$ cat config.mk
export PLATFORM = sky130hd
export DESIGN_NAME = i2c_txn_scheduler
export DESIGN_NICKNAME = d
export VERILOG_FILES = /design/src/rtl/i2c_txn_scheduler.sv
export SDC_FILE = /design/constraint.sdc
export NUM_CORES = 1
export LEC_CHECK = 0
export CAP_MARGIN = 30
export CORE_ASPECT_RATIO = 2
export CORE_MARGIN = 2
export CORE_UTILIZATION = 39
export CTS_BUF_LIST = sky130_fd_sc_hd__clkbuf_2 sky130_fd_sc_hd__clkbuf_4 sky130_fd_sc_hd__clkbuf_8
export DETAILED_ROUTE_END_ITERATION = 7
export GPL_TIMING_DRIVEN = 1
export PLACE_DENSITY = 0.79
export REMOVE_ABC_BUFFERS = 1
export SYNTH_ARGS = -nofsm -noshare
export SYNTH_HDL_FRONTEND = slang
export SYNTH_SLANG_ARGS = --single-unit
export TNS_END_PERCENT = 5
$ cat constraint.sdc
create_clock -name clk -period 1.7 [get_ports clk]
set_input_delay 0.17 -clock clk [delete_from_list [all_inputs] [get_ports clk]]
set_output_delay 0.17 -clock clk [all_outputs]
set_load 0.005 [all_outputs]
$ cat src/rtl/i2c_txn_scheduler.sv
// rtl/i2c_txn_scheduler.sv - round-robin scheduler sharing one I2C controller
// between N_REQ requesters, with start timeout and arbitration-loss retry.
module i2c_txn_scheduler #(
   parameter int N_REQ             = 3,
   parameter int BYTES_SEND_LOG    = 2,
   parameter int BYTES_RECEIVE_LOG = 2,
   parameter int BITS_SEND_MAX     = ((2**BYTES_SEND_LOG) - 1) << 3,
   parameter int MAX_RETRY         = 3,
   parameter int START_TIMEOUT     = 1023,
   parameter int RETRY_GAP         = 64,
   localparam int ID_W             = $clog2(N_REQ)
) (
   input  logic                                 clk,
   input  logic                                 rst,
   input  logic [N_REQ-1:0]                     req,
   input  logic [8*N_REQ-1:0]                   req_addr,
   input  logic [BITS_SEND_MAX*N_REQ-1:0]       req_data,
   input  logic [BYTES_SEND_LOG*N_REQ-1:0]      req_nsend,
   input  logic [BYTES_RECEIVE_LOG*N_REQ-1:0]   req_nrecv,
   output logic [N_REQ-1:0]                     gnt,
   output logic [N_REQ-1:0]                     done,
   output logic [N_REQ-1:0]                     err,
   output logic                                 ctrl_start,
   output logic [7:0]                           ctrl_addr,
   output logic [BITS_SEND_MAX-1:0]             ctrl_data,
   output logic [BYTES_SEND_LOG-1:0]            ctrl_nsend,
   output logic [BYTES_RECEIVE_LOG-1:0]         ctrl_nrecv,
   input  logic                                 ctrl_busy,
   input  logic                                 ctrl_arb_lost,
   output logic                                 sched_busy,
   output logic [ID_W-1:0]                      cur_id
);

   localparam int TMR_W = $clog2(START_TIMEOUT + 1);
   localparam int GAP_W = $clog2(RETRY_GAP + 1);
   localparam int RTY_W = $clog2(MAX_RETRY + 1);
   localparam logic [TMR_W-1:0] TMR_LAST = TMR_W'(START_TIMEOUT - 1);
   localparam logic [GAP_W-1:0] GAP_LAST = GAP_W'(RETRY_GAP - 1);
   localparam logic [RTY_W-1:0] RTY_MAX  = RTY_W'(MAX_RETRY);
   localparam logic [ID_W-1:0]  ID_LAST  = ID_W'(N_REQ - 1);

   typedef enum logic [2:0] {
      S_IDLE, S_START, S_WAIT_BUSY, S_RUN, S_BACKOFF
   } state_t;

   state_t                state, state_nxt;
   logic [ID_W-1:0]       ptr, win_id;
   logic                  win_found, latch;
   logic [TMR_W-1:0]      timer, timer_nxt;
   logic [GAP_W-1:0]      gap, gap_nxt;
   logic [RTY_W-1:0]      retry, retry_nxt;
   logic [N_REQ-1:0]      gnt_nxt, done_nxt, err_nxt;

   logic [7:0]                   addr_arr  [N_REQ];
   logic [BITS_SEND_MAX-1:0]     data_arr  [N_REQ];
   logic [BYTES_SEND_LOG-1:0]    nsend_arr [N_REQ];
   logic [BYTES_RECEIVE_LOG-1:0] nrecv_arr [N_REQ];

   for (genvar g = 0; g < N_REQ; g++) begin : g_unpack
      assign addr_arr[g]  = req_addr[g*8 +: 8];
      assign data_arr[g]  = req_data[g*BITS_SEND_MAX +: BITS_SEND_MAX];
      assign nsend_arr[g] = req_nsend[g*BYTES_SEND_LOG +: BYTES_SEND_LOG];
      assign nrecv_arr[g] = req_nrecv[g*BYTES_RECEIVE_LOG +: BYTES_RECEIVE_LOG];
   end

   // Two passes: requesters at or above the pointer first, then the wrapped ones.
   always_comb begin
      win_found = 1'b0;
      win_id    = '0;
      for (int i = 0; i < N_REQ; i++) begin
         if (!win_found && req[i] && (ID_W'(i) >= ptr)) begin
            win_found = 1'b1;
            win_id    = ID_W'(i);
         end
      end
      for (int i = 0; i < N_REQ; i++) begin
         if (!win_found && req[i]) begin
            win_found = 1'b1;
            win_id    = ID_W'(i);
         end
      end
   end

   always_comb begin
      state_nxt = state;
      timer_nxt = timer;
      gap_nxt   = gap;
      retry_nxt = retry;
      gnt_nxt   = '0;
      done_nxt  = '0;
      err_nxt   = '0;
      latch     = 1'b0;
      case (state)
         S_IDLE: begin
            if (win_found) begin
               latch     = 1'b1;
               gnt_nxt   = N_REQ'(1) << win_id;
               retry_nxt = '0;
               state_nxt = S_START;
            end
         end
         S_START: begin
            timer_nxt = '0;
            state_nxt = S_WAIT_BUSY;
         end
         S_WAIT_BUSY: begin
            if (ctrl_busy) begin
               state_nxt = S_RUN;
            end else if (timer == TMR_LAST) begin
               err_nxt   = N_REQ'(1) << cur_id;
               state_nxt = S_IDLE;
            end else begin
               timer_nxt = timer + 1'b1;
            end
         end
         S_RUN: begin
            // Arbitration loss takes priority over a simultaneous busy fall.
            if (ctrl_arb_lost) begin
               if (retry == RTY_MAX) begin
                  err_nxt   = N_REQ'(1) << cur_id;
                  state_nxt = S_IDLE;
               end else begin
                  retry_nxt = retry + 1'b1;
                  gap_nxt   = '0;
                  state_nxt = S_BACKOFF;
               end
            end else if (!ctrl_busy) begin
               done_nxt  = N_REQ'(1) << cur_id;
               state_nxt = S_IDLE;
            end
         end
         S_BACKOFF: begin
            // The gap is measured from bus release, so it restarts while busy.
            if (ctrl_busy) begin
               gap_nxt = '0;
            end else if (gap == GAP_LAST) begin
               state_nxt = S_START;
            end else begin
               gap_nxt = gap + 1'b1;
            end
         end
         default: state_nxt = S_IDLE;
      endcase
   end

   always_ff @(posedge clk or negedge rst) begin
      if (!rst) begin
         state      <= S_IDLE;
         ptr        <= '0;
         timer      <= '0;
         gap        <= '0;
         retry      <= '0;
         gnt        <= '0;
         done       <= '0;
         err        <= '0;
         cur_id     <= '0;
         ctrl_addr  <= '0;
         ctrl_data  <= '0;
         ctrl_nsend <= '0;
         ctrl_nrecv <= '0;
      end else begin
         state <= state_nxt;
         timer <= timer_nxt;
         gap   <= gap_nxt;
         retry <= retry_nxt;
         gnt   <= gnt_nxt;
         done  <= done_nxt;
         err   <= err_nxt;
         if (latch) begin
            cur_id     <= win_id;
            ptr        <= (win_id == ID_LAST) ? '0 : win_id + 1'b1;
            ctrl_addr  <= addr_arr[win_id];
            ctrl_data  <= data_arr[win_id];
            ctrl_nsend <= nsend_arr[win_id];
            ctrl_nrecv <= nrecv_arr[win_id];
         end
      end
   end

   assign ctrl_start = (state == S_START);
   assign sched_busy = (state != S_IDLE);

endmodule

== Yosys cells after proc, flatten, opt, wreduce, memory -nomap -nowiden ==
Cells that the tools add are included.

* Register bits after elaboration: 71
* Input port bits: 115

* Add/sub/neg operators: 4
* $lt $le $gt $ge: 4
* Equality and inequality tests: 18
* Shifts and indexed selects: 2
* Muxes and demuxes: 57
* Bitwise operators: 1
* Reduce and logical (&&, ||, !) cells: 22

{| class="wikitable"
|+ Operators with widths
! cell !! number
|-
| 3-bit two-way mux || 17
|-
| 24-bit binary-select mux with 2-bit select || 1
|-
| 24-bit two-way mux || 2
|-
| 7-bit two-way mux || 4
|-
| 2-bit two-way mux || 12
|-
| 10-bit two-way mux || 2
|-
| 10-bit one-hot mux with 2 select lines || 1
|-
| 8-bit binary-select mux with 2-bit select || 1
|-
| 8-bit two-way mux || 2
|-
| 3-bit one-hot mux with 5 select lines || 1
|-
| 2-bit inequality test (second input constant) || 7
|-
| 7-bit one-hot mux with 2 select lines || 1
|-
| 10-bit by 1-bit adder with 10-bit output (second input constant) || 1
|-
| 10-bit == test (second input constant) || 1
|-
| 1-bit two-way mux || 9
|-
| 3-bit inequality test (second input constant) || 3
|-
| 2-bit binary-select mux with 2-bit select || 2
|-
| 1-bit logical AND || 8
|-
| 4-bit AND reduction || 2
|-
| 7-bit by 1-bit adder with 7-bit output (second input constant) || 1
|-
| 7-bit by 6-bit == test with 1-bit output (second input constant) || 1
|-
| 3-bit by 2-bit == test with 1-bit output (second input constant) || 2
|-
| 3-bit one-hot mux with 2 select lines || 1
|-
| 2-bit nonzero test || 3
|-
| 15 further kinds || 23
|}

== Longest topological paths before layout ==
* Word-level depth: 24
* Mapped depth: 7
* Gate-level depth less buffers: 6

== Least setup slack after synthesis ==
OpenSTA, ideal clock, no wires.

* Kind: flip-flop to flip-flop
* Start point: reg ptr[1]
* End point: reg ctrl_addr[0]
* Setup time: 0.127 ns
* Arrival time: 1.550 ns
* Data required time: 1.573 ns
* Slack: 0.023 ns
* Cell stages (with the launch flop): 8
* Buffers on the path: 3
* Cell sequence: dfrtp_1 > buf_2 > nor2b_1 > o31ai_2 > buf_4 > buf_4 > mux2i_1 > o21ai_1

* Longest elaborated chain between the ends: 24

{| class="wikitable"
|+ Ends and longest elaborated chain
! element !! RTL line !! source
|-
| from (decl) || 47 || <nowiki>logic [ID_W-1:0] ptr, win_id;</nowiki>
|-
| from (signal assigned) || 171 || <nowiki>ptr <= (win_id == ID_LAST) ? '0 : win_id + 1'b1;</nowiki>
|-
| 1-bit by 2-bit >= comparator with 1-bit output || 71 || <nowiki>if (!win_found && req[i] && (ID_W'(i) >= ptr)) begin</nowiki>
|-
| 1-bit logical AND || 71 ||
|-
| 1-bit two-way mux || 71 ||
|-
| 1-bit logical NOT || 71 ||
|-
| 1-bit logical AND (2 in series) || 71 ||
|-
| 1-bit two-way mux || 71 ||
|-
| 1-bit logical NOT || 71 ||
|-
| 1-bit logical AND (2 in series) || 71 ||
|-
| (+5 left out) || -- ||
|-
| 1-bit logical AND || 77 || <nowiki>if (!win_found && req[i]) begin</nowiki>
|-
| 1-bit two-way mux || 77 ||
|-
| 1-bit logical NOT || 77 ||
|-
| 1-bit logical AND || 77 ||
|-
| 2-bit two-way mux || 77 ||
|-
| 2-bit NOT with 3-bit output (implied by the code) || 172 || <nowiki>ctrl_addr <= addr_arr[win_id];</nowiki>
|-
| 8-bit binary-select mux with 2-bit select || 172 ||
|-
| 8-bit two-way mux (implied by the code) (2 in series) || 172 ||
|-
| to (signal assigned) || 172 ||
|-
| to (decl) || 24 || <nowiki>output logic [7:0] ctrl_addr,</nowiki>
|}

Several ways; a longest one is shown, not always the timed one. The select of a mux whose other input is x is not followed.
A chain may end at the register's enable or synchronous reset.

== Worst setup path in the final report ==
* Start point: reg state[2]
* End point: reg timer[7]

* Longest elaborated chain between the ends: 3

{| class="wikitable"
|+ Ends and longest elaborated chain
! element !! RTL line !! source
|-
| from (decl) || 46 || <nowiki>state_t state, state_nxt;</nowiki>
|-
| from (signal assigned) || 162 || <nowiki>state <= state_nxt;</nowiki>
|-
| 3-bit by 2-bit == test with 1-bit output / 3-bit by 1-bit == test with 1-bit output (equally long branches) || 93 || <nowiki>case (state)</nowiki>
|-
| 2-bit inequality test (no source line) / 2-bit nonzero test (equally long branches) || -- ||
|-
| 3-bit AND reduction (no source line) || -- ||
|-
| to (signal assigned) || 163 || <nowiki>timer <= timer_nxt;</nowiki>
|-
| to (decl) || 49 || <nowiki>logic [TMR_W-1:0] timer, timer_nxt;</nowiki>
|}

Several ways; a longest one is shown, not always the timed one.

==> summary.md <==
| Metric | Value |
|---|---|
| ANT cells | `0` |
| DR pass1 iterations | `4` |
| GRT Overall Usage | `0.235` |
| H-tree level count | `3` |
| Layout cell share with drive strength beyond 1 | `0.188` |
| Die Ht | `141 um` |
| Starting density of the core | `0.397` |
| RD Place Congestion | `0.883` |
| Pleak | `0.00274 uW` |
| Sink Count | `a little over 70` |
| Violated checks | `setup timing` |
| Post-detailed-route DRC marker count | `0` |
| Pins over their slew limit | `0` |
| Detailed Place HPWL | `9030 um` |
| Die area | `10300 um^2` |
| Initial antenna violation count | `0` |
| Fin. Hold Viols | `0` |
| Final worst setup slack | `-184 ps` |
| RSZ-0062 raised after global routing | `true` |
| Worst Clk Skew | `about 5.3 ps` |
| Final hold slack | `321 ps` |
| Period Utilization, post-route | `1.11` |
| Fin crit period | `1880 ps` |
| Fmax | `0.531 GHz` |
| Cts bufs inserted | `9` |
| Max-cap violation count | `0` |
| Number of fill cells in the layout | `between 700 and 800` |
| Post-synth top area share | `0.483` |
| Worst EP arrival | `2150 ps` |
| Number of flops mapped to enable cells by yosys | `0` |
| CP Capture Type | `flip-flop` |
| Clk pin slew, worst setup/hold paths | `~80 ps` |
| First-pass GRT wire length | `18800 um` |
| Avg Cell Area, Syn | `10.5 um^2` |
| Tot Pwr | `8920 uW` |
| Count leader, synth | `dfrtp_1` |
| Drt wl/cell | `18.1 um` |
| Vias/cell | `5.58` |
| CTS tree | `done` |
| Later-pin clock latency in the skew report | `350 ps` |
| Library cells used by synthesis | `just over 50` |
| Largest net degree at the start of global routing | `40` |
| Pwr Density | `approximately 1400 nW/um^2` |
| Peak supply drop | `0.916 mV` |
| Setup TNS | `-851 ps` |
| Most used flip-flop cell after synthesis | `dfrtp_1` |
| #FFs+latches synth | `71` |
| Outcome | `finished with violations` |
| Startpoint types | `flip-flop` |
| Slew @ Worst Pin | `465 ps` |
| Port bufs | `around 160` |
| Synth cell count leaders | `dfrtp_1 (71), o21ai_1 (45), mux2i_1 (38)` |
| CTS max path bufs | `2` |
| Async set-reset flop share out of synthesis | `1.00` |
| Final WL | `12100 um` |
| Area of the mapped netlist | `3680 um^2` |
| Vias in the first global route | `3930` |
| Gr ovfl total | `0` |
| Placement Setup Slack | `-325 ps` |
| Crit path kind | `reg -> reg` |
| Ys Warns | `0` |
| Nets | `677` |
| Synth top area cells | `dfrtp_1 (48%), mux2i_1 (10%), a22oi_1 (7.3%)` |
| Worst endpoint required time | `1970 ps` |
| Root buf cell | `clkbuf_8` |
| Leading area contributor after synthesis | `dfrtp_1` |
| Sequential fraction of the synthesis area | `0.483` |
| Vias post-DR | `around 3700` |
| Hold crit path type | `in -> async` |
| Max FO, Critical Path | `5` |
| Syn-to-layout area delta | `68.9%` |
| Starting DRT DRC Count | `149` |
| Ports | `around 160` |
| Routed Antenna Nets | `0` |
| Die W | `72.7 um` |
| Row cnt | `50` |
| Post-Synthesis Cells | `349` |
| Endpoints failing setup | `17` |
| Slew Limit Headroom | `0.690` |
| Core area | `9260 um^2` |
==> registers in the layout, summed over array words and instances, names as in the netlist <==
name and count:
retry 2, ctrl_addr 8, done 3, gnt 3, ctrl_nrecv 2, ctrl_data 24, timer 10, ctrl_nsend 2
err 3, cur_id 2, state 3, gap 7, ptr 2
==> worst max-delay path: stages, from the launching register on <==
cell and delay, ps:
dfrtp_2 430, buf_6 140, nor4b_4 350, o31ai_2 180, or4_1 520, a21oi_1 170
==> placed cells by master, fill, tap and decap left out, drive strengths merged, types with 3 or more instances in the layout <==
cell type and instances:
o2bb2ai 3, nand2b 4, ha 4, clkdlybuf4s50 160, buf 58, a22o 5
or4 3, nand3 11, inv 7, bufinv 4, nand2 15, o21ai 50
dfrtp 71, nor2 10, nor2b 6, nor3 5, or3 4, clkbuf 13
nand3b 4, a21oi 11, a21o 3, o31ai 9, a22oi 36, mux2i 38
==> per-layer routing <==
| layer | vias to the layer above | GRT usage | part of all wire |
|---|---|---|---|
| met3 | 21 | 0.0511 | 0.047 |
| met4 | 0 | 0.0819 | 0.021 |
| met2 | 136 | 0.455 | 0.58 |
| li1 | 1744 | - | - |
| met5 | - | 0 | 0 |
| met1 | 1823 | 0.236 | 0.35 |
==> stage by stage <==
step                cell area [um^2]   util  instances
finish                          6210  0.671        667
global route                    6210  0.671        667
CTS                             6170  0.667        667
detailed placement              5790  0.625        644
global placement                5790  0.625        644
floorplan                       3550      -        326
==> what timing repair did <==
item / 4_1_cts / 5_1_grt
hold endpoints to repair: 31 / 0
setup buffers: 6 / 0
setup endpoints to repair: 52 / 57
gates resized for setup: 15 / 16
pin swaps: 1 / 5
hold buffers: 1 / 0
==> final cells by class <==
type                       count  area (um^2)  area share
clock buffer                  11          145      0.0234
tap                          104          130      0.0209
timing repair buffer         221         2170       0.349
inverter                       7         26.3     0.00423
clock inverter                 5          129      0.0207
sequential                    71         1780       0.287
multi-input combinational    248         1830       0.295
==> power by group <==
part,switching (uW),total (uW),internal (uW)
combinational,1990,4480,2490
sequential,364,2610,2250
clock,652,1830,1180
total,3000,8920,5920
==> path summary, 6_finish.rpt <==
kind | cells after the start | start | to | slack (ps)
min in group clk | 3 | req_addr[23] | ctrl_addr[7] | 430
worst max register to register | 5 | state[2] | timer[7] | -180
worst min-delay path | 2 | rst | timer[6] | 320
worst max-delay path | 5 | state[2] | timer[7] | -180
max in group asynchronous | 3 | rst | cur_id[0] | 810
worst min register to register | 2 | ctrl_addr[5] | ctrl_addr[5] | 520
==> logic make-up (layout without fill, tap and decap cells) <==
family | Yosys count | in the layout | synth area share
simple gates | 74 | 74 | 0.117
xor+xnor | 2 | 2 | 0.00476
fa+ha+maj | 4 | 4 | 0.0136
flops | 71 | 71 | 0.483
buf+inv | 30 | 244 | 0.0429
compound gates | 130 | 130 | 0.235
mux | 38 | 38 | 0.103
Note: power is estimated with default switching activity, not from simulation.
